==> config.mk <==
export PLATFORM = sky130hd
export DESIGN_NAME = light_sequencer
export DESIGN_NICKNAME = d
export VERILOG_FILES = /design/src/rtl/light_sequencer.sv
export SDC_FILE = /design/constraint.sdc
export NUM_CORES = 1
export LEC_CHECK = 0
export ABC_AREA = 1
export CORE_ASPECT_RATIO = 0.75
export CORE_UTILIZATION = 24
export CTS_BUF_LIST = sky130_fd_sc_hd__clkbuf_2 sky130_fd_sc_hd__clkbuf_4 sky130_fd_sc_hd__clkbuf_8
export CTS_CLUSTER_SIZE = 40
export DETAILED_ROUTE_END_ITERATION = 10
export GPL_TIMING_DRIVEN = 0
export PLACE_DENSITY = 0.39
export SYNTH_ARGS = -nofsm -noshare
export SYNTH_HDL_FRONTEND = slang
export SYNTH_SLANG_ARGS = --single-unit
==> constraint.sdc <==
create_clock -name clk -period 1.94 [get_ports clk]
set_input_delay 0.388 -clock clk [delete_from_list [all_inputs] [get_ports clk]]
set_output_delay 0.388 -clock clk [all_outputs]
set_load 0.02 [all_outputs]
==> src/rtl/light_sequencer.sv <==
// -----------------------------------------------------------------------------
// light_sequencer
//
// Drives the lights selector's `sel` and `button` inputs. While running, the
// RGB colour path steps automatically every DWELL_CYCLES cycles. After
// STEPS_PER_ROUND steps a white-light interval of WHITE_CYCLES cycles follows.
// After that the sequencer either starts another round or returns to idle. A
// raw manual push-button is synchronised and debounced. Each accepted press
// steps the colour path early and restarts the dwell timer.
//
// Ports
//   clk         system clock, all logic on the rising edge
//   rst         asynchronous reset, active low
//   start       level request to begin sequencing (ignored unless idle)
//   stop        level request to return to idle (beats everything else)
//   man_button  raw, bouncy manual step button, active high
//   loop        1: repeat rounds forever, 0: go idle after one white interval
//   sel         selector path: 0 = white, 1 = RGB
//   button      one-cycle step pulse to the selector
//   busy        high whenever the sequencer is not idle
//   round_cnt   rounds completed since leaving idle, wraps 255 -> 0
// -----------------------------------------------------------------------------
module light_sequencer #(
  parameter int DWELL_CYCLES    = 16,  // >= 2
  parameter int WHITE_CYCLES    = 8,   // >= 1
  parameter int STEPS_PER_ROUND = 6,   // 1..255
  parameter int DEBOUNCE_CYCLES = 4    // >= 1
) (
  input  logic       clk,
  input  logic       rst,
  input  logic       start,
  input  logic       stop,
  input  logic       man_button,
  input  logic       loop,
  output logic       sel,
  output logic       button,
  output logic       busy,
  output logic [7:0] round_cnt
);

  // Counter widths. A parameter of 1 still gets a one-bit counter.
  localparam int DWELL_W = (DWELL_CYCLES    > 1) ? $clog2(DWELL_CYCLES)    : 1;
  localparam int WHITE_W = (WHITE_CYCLES    > 1) ? $clog2(WHITE_CYCLES)    : 1;
  localparam int DEB_W   = (DEBOUNCE_CYCLES > 1) ? $clog2(DEBOUNCE_CYCLES) : 1;

  localparam logic [DWELL_W-1:0] DWELL_LAST = DWELL_W'(DWELL_CYCLES - 1);
  localparam logic [WHITE_W-1:0] WHITE_LAST = WHITE_W'(WHITE_CYCLES - 1);
  localparam logic [DEB_W-1:0]   DEB_LAST   = DEB_W'(DEBOUNCE_CYCLES - 1);
  localparam logic [7:0]         STEPS_END  = 8'(STEPS_PER_ROUND);

  typedef enum logic [1:0] {
    S_IDLE   = 2'd0,
    S_COLOUR = 2'd1,
    S_WHITE  = 2'd2
  } state_e;

  // ---------------------------------------------------------------------------
  // Manual button: two-flop synchroniser followed by a debouncer.
  // ---------------------------------------------------------------------------
  logic             meta_q;
  logic             sync_q;
  logic [DEB_W-1:0] deb_cnt_q;
  logic             acc_q;     // accepted (debounced) button level
  logic             press_q;   // one-cycle flag: accepted level just rose

  always_ff @(posedge clk or negedge rst) begin
    if (!rst) begin
      meta_q    <= 1'b0;
      sync_q    <= 1'b0;
      deb_cnt_q <= '0;
      acc_q     <= 1'b0;
      press_q   <= 1'b0;
    end else begin
      // NOTE: man_button is asynchronous to clk. meta_q may go metastable, so
      // only sync_q is read by any other logic.
      meta_q  <= man_button;
      sync_q  <= meta_q;
      press_q <= 1'b0;
      // Count consecutive samples that disagree with the accepted level. Any
      // agreeing sample restarts the count. The level flips on the
      // DEBOUNCE_CYCLES-th disagreeing sample in a row.
      if (sync_q != acc_q) begin
        if (deb_cnt_q == DEB_LAST) begin
          acc_q     <= sync_q;
          deb_cnt_q <= '0;
          press_q   <= sync_q;  // only a 0 -> 1 flip counts as a press
        end else begin
          deb_cnt_q <= deb_cnt_q + 1'b1;
        end
      end else begin
        deb_cnt_q <= '0;
      end
    end
  end

  // ---------------------------------------------------------------------------
  // Sequencer FSM with registered outputs.
  // ---------------------------------------------------------------------------
  state_e             state_q;
  logic [DWELL_W-1:0] dwell_q;
  logic [WHITE_W-1:0] wcnt_q;
  logic [7:0]         step_q;
  logic               pend_q;      // press waiting out a pulse on the previous cycle
  logic               sel_q;
  logic               button_q;
  logic               busy_q;
  logic [7:0]         round_cnt_q;

  logic       manual_req;
  logic       dwell_done;
  logic       step_fire;
  logic       round_end;
  logic       white_done;
  logic [7:0] step_d;

  assign manual_req = press_q | pend_q;
  assign dwell_done = (dwell_q == DWELL_LAST);
  // A manual press and a dwell expiry on the same cycle merge into one step.
  // A step is held off while button_q is high, so pulses are never back to
  // back. Only a press can be held off: dwell is 0 right after any pulse.
  assign step_fire  = (manual_req | dwell_done) & ~button_q;
  assign step_d     = step_q + 8'd1;
  assign round_end  = (step_d == STEPS_END);
  assign white_done = (wcnt_q == WHITE_LAST);

  always_ff @(posedge clk or negedge rst) begin
    if (!rst) begin
      state_q     <= S_IDLE;
      dwell_q     <= '0;
      wcnt_q      <= '0;
      step_q      <= '0;
      pend_q      <= 1'b0;
      sel_q       <= 1'b0;
      button_q    <= 1'b0;
      busy_q      <= 1'b0;
      round_cnt_q <= '0;
    end else begin
      // NOTE: every register here uses a non-blocking assignment. All
      // decisions below therefore see the values from before this edge,
      // whatever the statement order. That includes the button_q default.
      button_q <= 1'b0;

      case (state_q)
        S_IDLE: begin
          pend_q <= 1'b0;
          if (start && !stop) begin
            state_q     <= S_COLOUR;
            sel_q       <= 1'b1;
            busy_q      <= 1'b1;
            dwell_q     <= '0;
            step_q      <= '0;
            round_cnt_q <= '0;
          end
        end

        S_COLOUR: begin
          if (stop) begin
            state_q <= S_IDLE;
            sel_q   <= 1'b0;
            busy_q  <= 1'b0;
            pend_q  <= 1'b0;
          end else if (step_fire) begin
            button_q <= 1'b1;
            dwell_q  <= '0;
            step_q   <= step_d;
            pend_q   <= 1'b0;
            // The last pulse of a round and the switch to white share an edge.
            if (round_end) begin
              state_q <= S_WHITE;
              sel_q   <= 1'b0;
              wcnt_q  <= '0;
            end
          end else begin
            if (!dwell_done) begin
              dwell_q <= dwell_q + 1'b1;
            end
            if (manual_req) begin
              pend_q <= 1'b1;
            end
          end
        end

        S_WHITE: begin
          if (stop) begin
            state_q <= S_IDLE;
            busy_q  <= 1'b0;
          end else if (white_done) begin
            round_cnt_q <= round_cnt_q + 8'd1;
            if (loop) begin
              state_q <= S_COLOUR;
              sel_q   <= 1'b1;
              dwell_q <= '0;
              step_q  <= '0;
            end else begin
              state_q <= S_IDLE;
              busy_q  <= 1'b0;
            end
          end else begin
            wcnt_q <= wcnt_q + 1'b1;
          end
        end

        default: begin
          state_q <= S_IDLE;
          sel_q   <= 1'b0;
          busy_q  <= 1'b0;
          pend_q  <= 1'b0;
        end
      endcase
    end
  end

  assign sel       = sel_q;
  assign button    = button_q;
  assign busy      = busy_q;
  assign round_cnt = round_cnt_q;

endmodule
==> results.cfg <==
[yosys]
synth-xor-area-share_pct = 1.90
ys_types = 28
synth_top_cell_by_area = dfrtp_1
synth_area_um2 = 1840
synth_top_family_by_area = simple AND/OR/NAND/NOR gates
synth_fp_nets = 242
synth_mux_area_share_pct = 0
synthAdderAreaFrac_pct = 4.75
syn_inst = 229
ys_ff_latch = 35
yosysSeqAreaShare_pct = 47.5
avgSynthCellArea_um2 = 8.05
synth_compound_area_share_pct = 9.57
synth-simple-area-share_pct = 28.9
synth_top_area_share_pct = 47.5
ys_warn_count = 0
synthTopCellsByArea = dfrtp_1, nand2_1, inv_1, ha_1, nand3_1

[clocking]
htreeDepth = 2
numCtsBuffers = 5
clk_latency_ps = 280
clock-sinks = 35
cts_tree = done
cts_hold_repair.buffers = 0
root_buffer = clkbuf_8
max-clock-path-buffers = 2
path_clk_slew_ps = 70

[critical_path]
critical_path_buf_inv_count = 1
critPathTopFamily = buffers and inverters
crit_slowest_cell = clkdlybuf4s50_1
critPathCaptureType = output pin
worstPathArrival_ps = 1420
cp_cell_sequence = clkdlybuf4s50_1
crit_required_ps = 1550
worstSetupStartpointType = register
path_max_fanout = 7
max_stage_delay_ps = 650
path_class = register to output pin

[timing]
setup_tns_ps = 0
max_freq_ghz = 0.554
drv_slew = 0
relSlewSlack_pct = 45.9
fin_skew_ps = 4.49
period_share_pct = 93.0
finalSetupViolations = 0
tightest_slew_ps = 812
min_period_ps = 1800
rsz0062_at_grt = false
hold_viol_final = 0

[placement]
routabilityCongestion = 0.756
hpwl_mm = 2.91
io_buffer_count = 16

[final_layout]
diodes = 0
fin_nets = 266
regArea_um2 = 877
synthToLayoutAreaGrowth_pct = 22.5
multi_input_area_um2 = 852
fillers = 790
fin_util_pct = 30.5
layout_commonest_cell = nand2_1
drive_gt1_share_pct = 13.8
mostFrequentLayoutCells = nand2_1, dfrtp_1, inv_1

[floorplanning]
ios = 17
die_w_um = 103
num_rows = 27
core_area_um2 = 7400
initial_core_util_pct = 24.9
die-height_um = 77.9
dieArea_um2 = 8040

[routing]
via_per_inst = 4.22
post_drt_wl_per_cell_um = 11.2
drtIter0Drc = 65
vias = 1499
ant_nets = 0
drt_wl_total_mm = 3.98
dr.pass1.iters = 4
drc_errors = 0

[global_route]
antenna_found_initial = 0
grt_pass1_vias = 1370
grt_overflow_total = 0
grt_usage_pct = 11.5
grt_pass1_wl_mm = 6.89
grt_max_degree = 36

[worst_hold_path]
worstHoldPathType = input port to async pin

[pwr]
irDropWorstVdd_v = 0.000334
power_leakage_uw = 0.00105
power_density_nw_per_um2 = 1130

[run_status]
status = finished, final reports clean

[run]
maxCapViolations = 0
-- final cells by class --
cell class,count,area share [%]
flip-flops and latches,35,38.9
inverters,36,5.99
repair buffers,17,7.21
multi-input cells,158,37.7
clock buffers,8,4.60
well taps,101,5.60
-- cell families (layout without fill, tap and decap cells) --
group           count (synthesis)  count (layout)
compound gates                 30              30
xor+xnor                        4               4
fa+ha+maj                       7               7
buf+inv                        36              61
flops                          35              35
simple gates                  117             117
-- where the power goes --
group          leakage (uW)  total (uW)  internal, uW  switching, uW
registers          0.000469         981           860            121
clock network     0.0000549         606           338            268
logic              0.000529         953           314            639
total               0.00105        2540          1510           1030
-- synthesized netlist by cell type --
library cell	n
a31o_2	1
nor3_1	4
ha_1	7
a31oi_1	1
clkinv_1	1
nand3_1	16
nor2_2	1
xnor2_1	1
o21ai_2	1
o22ai_1	5
inv_2	7
nor2_4	4
nor3_2	1
nand2_2	2
and3_2	1
a21oi_1	8
o31ai_1	2
inv_1	28
o21bai_1	1
xor2_1	3
nand4_1	6
o21ai_0	7
a21oi_2	1
nor2_1	21
o21ai_1	3
dfrtp_1	35
nand2_1	60
nand3_2	1
-- worst paths after layout --
path	startpoint	slack, ps	cells after the start	to
max	round_cnt[3]	140	1	round_cnt[3]
min	rst	190	1	round_cnt[2]
min reg2reg	meta_q	350	0	sync_q
max reg2reg	dwell_q[0]	180	10	wcnt_q[0]
max in group asynchronous	rst	1180	1	step_q[0]
min in group clk	meta_q	350	0	sync_q
-- sequential cells by signal (all words and copies together) (netlist names) --
name,count
round_cnt,8
step_q,8
dwell_q,4
wcnt_q,3
deb_cnt_q,2
state_q,2
acc_q,1
busy,1
button,1
meta_q,1
pend_q,1
press_q,1
sel,1
sync_q,1
-- metrics by stage --
stage / setup slack, ps / hold slack (ps) / total power, uW / std cells / instance area (um^2)
floorplan: 354 / 92.4 / 1640 / 229 / 1840
global placement: -497 / 332 / 1940 / 346 / 2130
detailed placement: -146 / 336 / 1930 / 346 / 2120
CTS: 6.56 / 239 / 2560 / 354 / 2230
global route: 25.3 / 271 / 2770 / 355 / 2260
finish: 136 / 193 / 2540 / 355 / 2260
-- per-layer routing --
layer	up-vias	global-route usage, %	wire length [um]
li1	787	-	-
met1	690	18.4	2280
met2	20	13.7	1550
met3	2	3.24	123
met4	0	4.65	30
met5	-	0	0
-- timing repair --
action	in CTS	in global routing
endpoints found under the setup margin	0	13
buffers inserted	0	1
resized for setup	0	6
No activity file was read; power rests on OpenSTA's default activity.
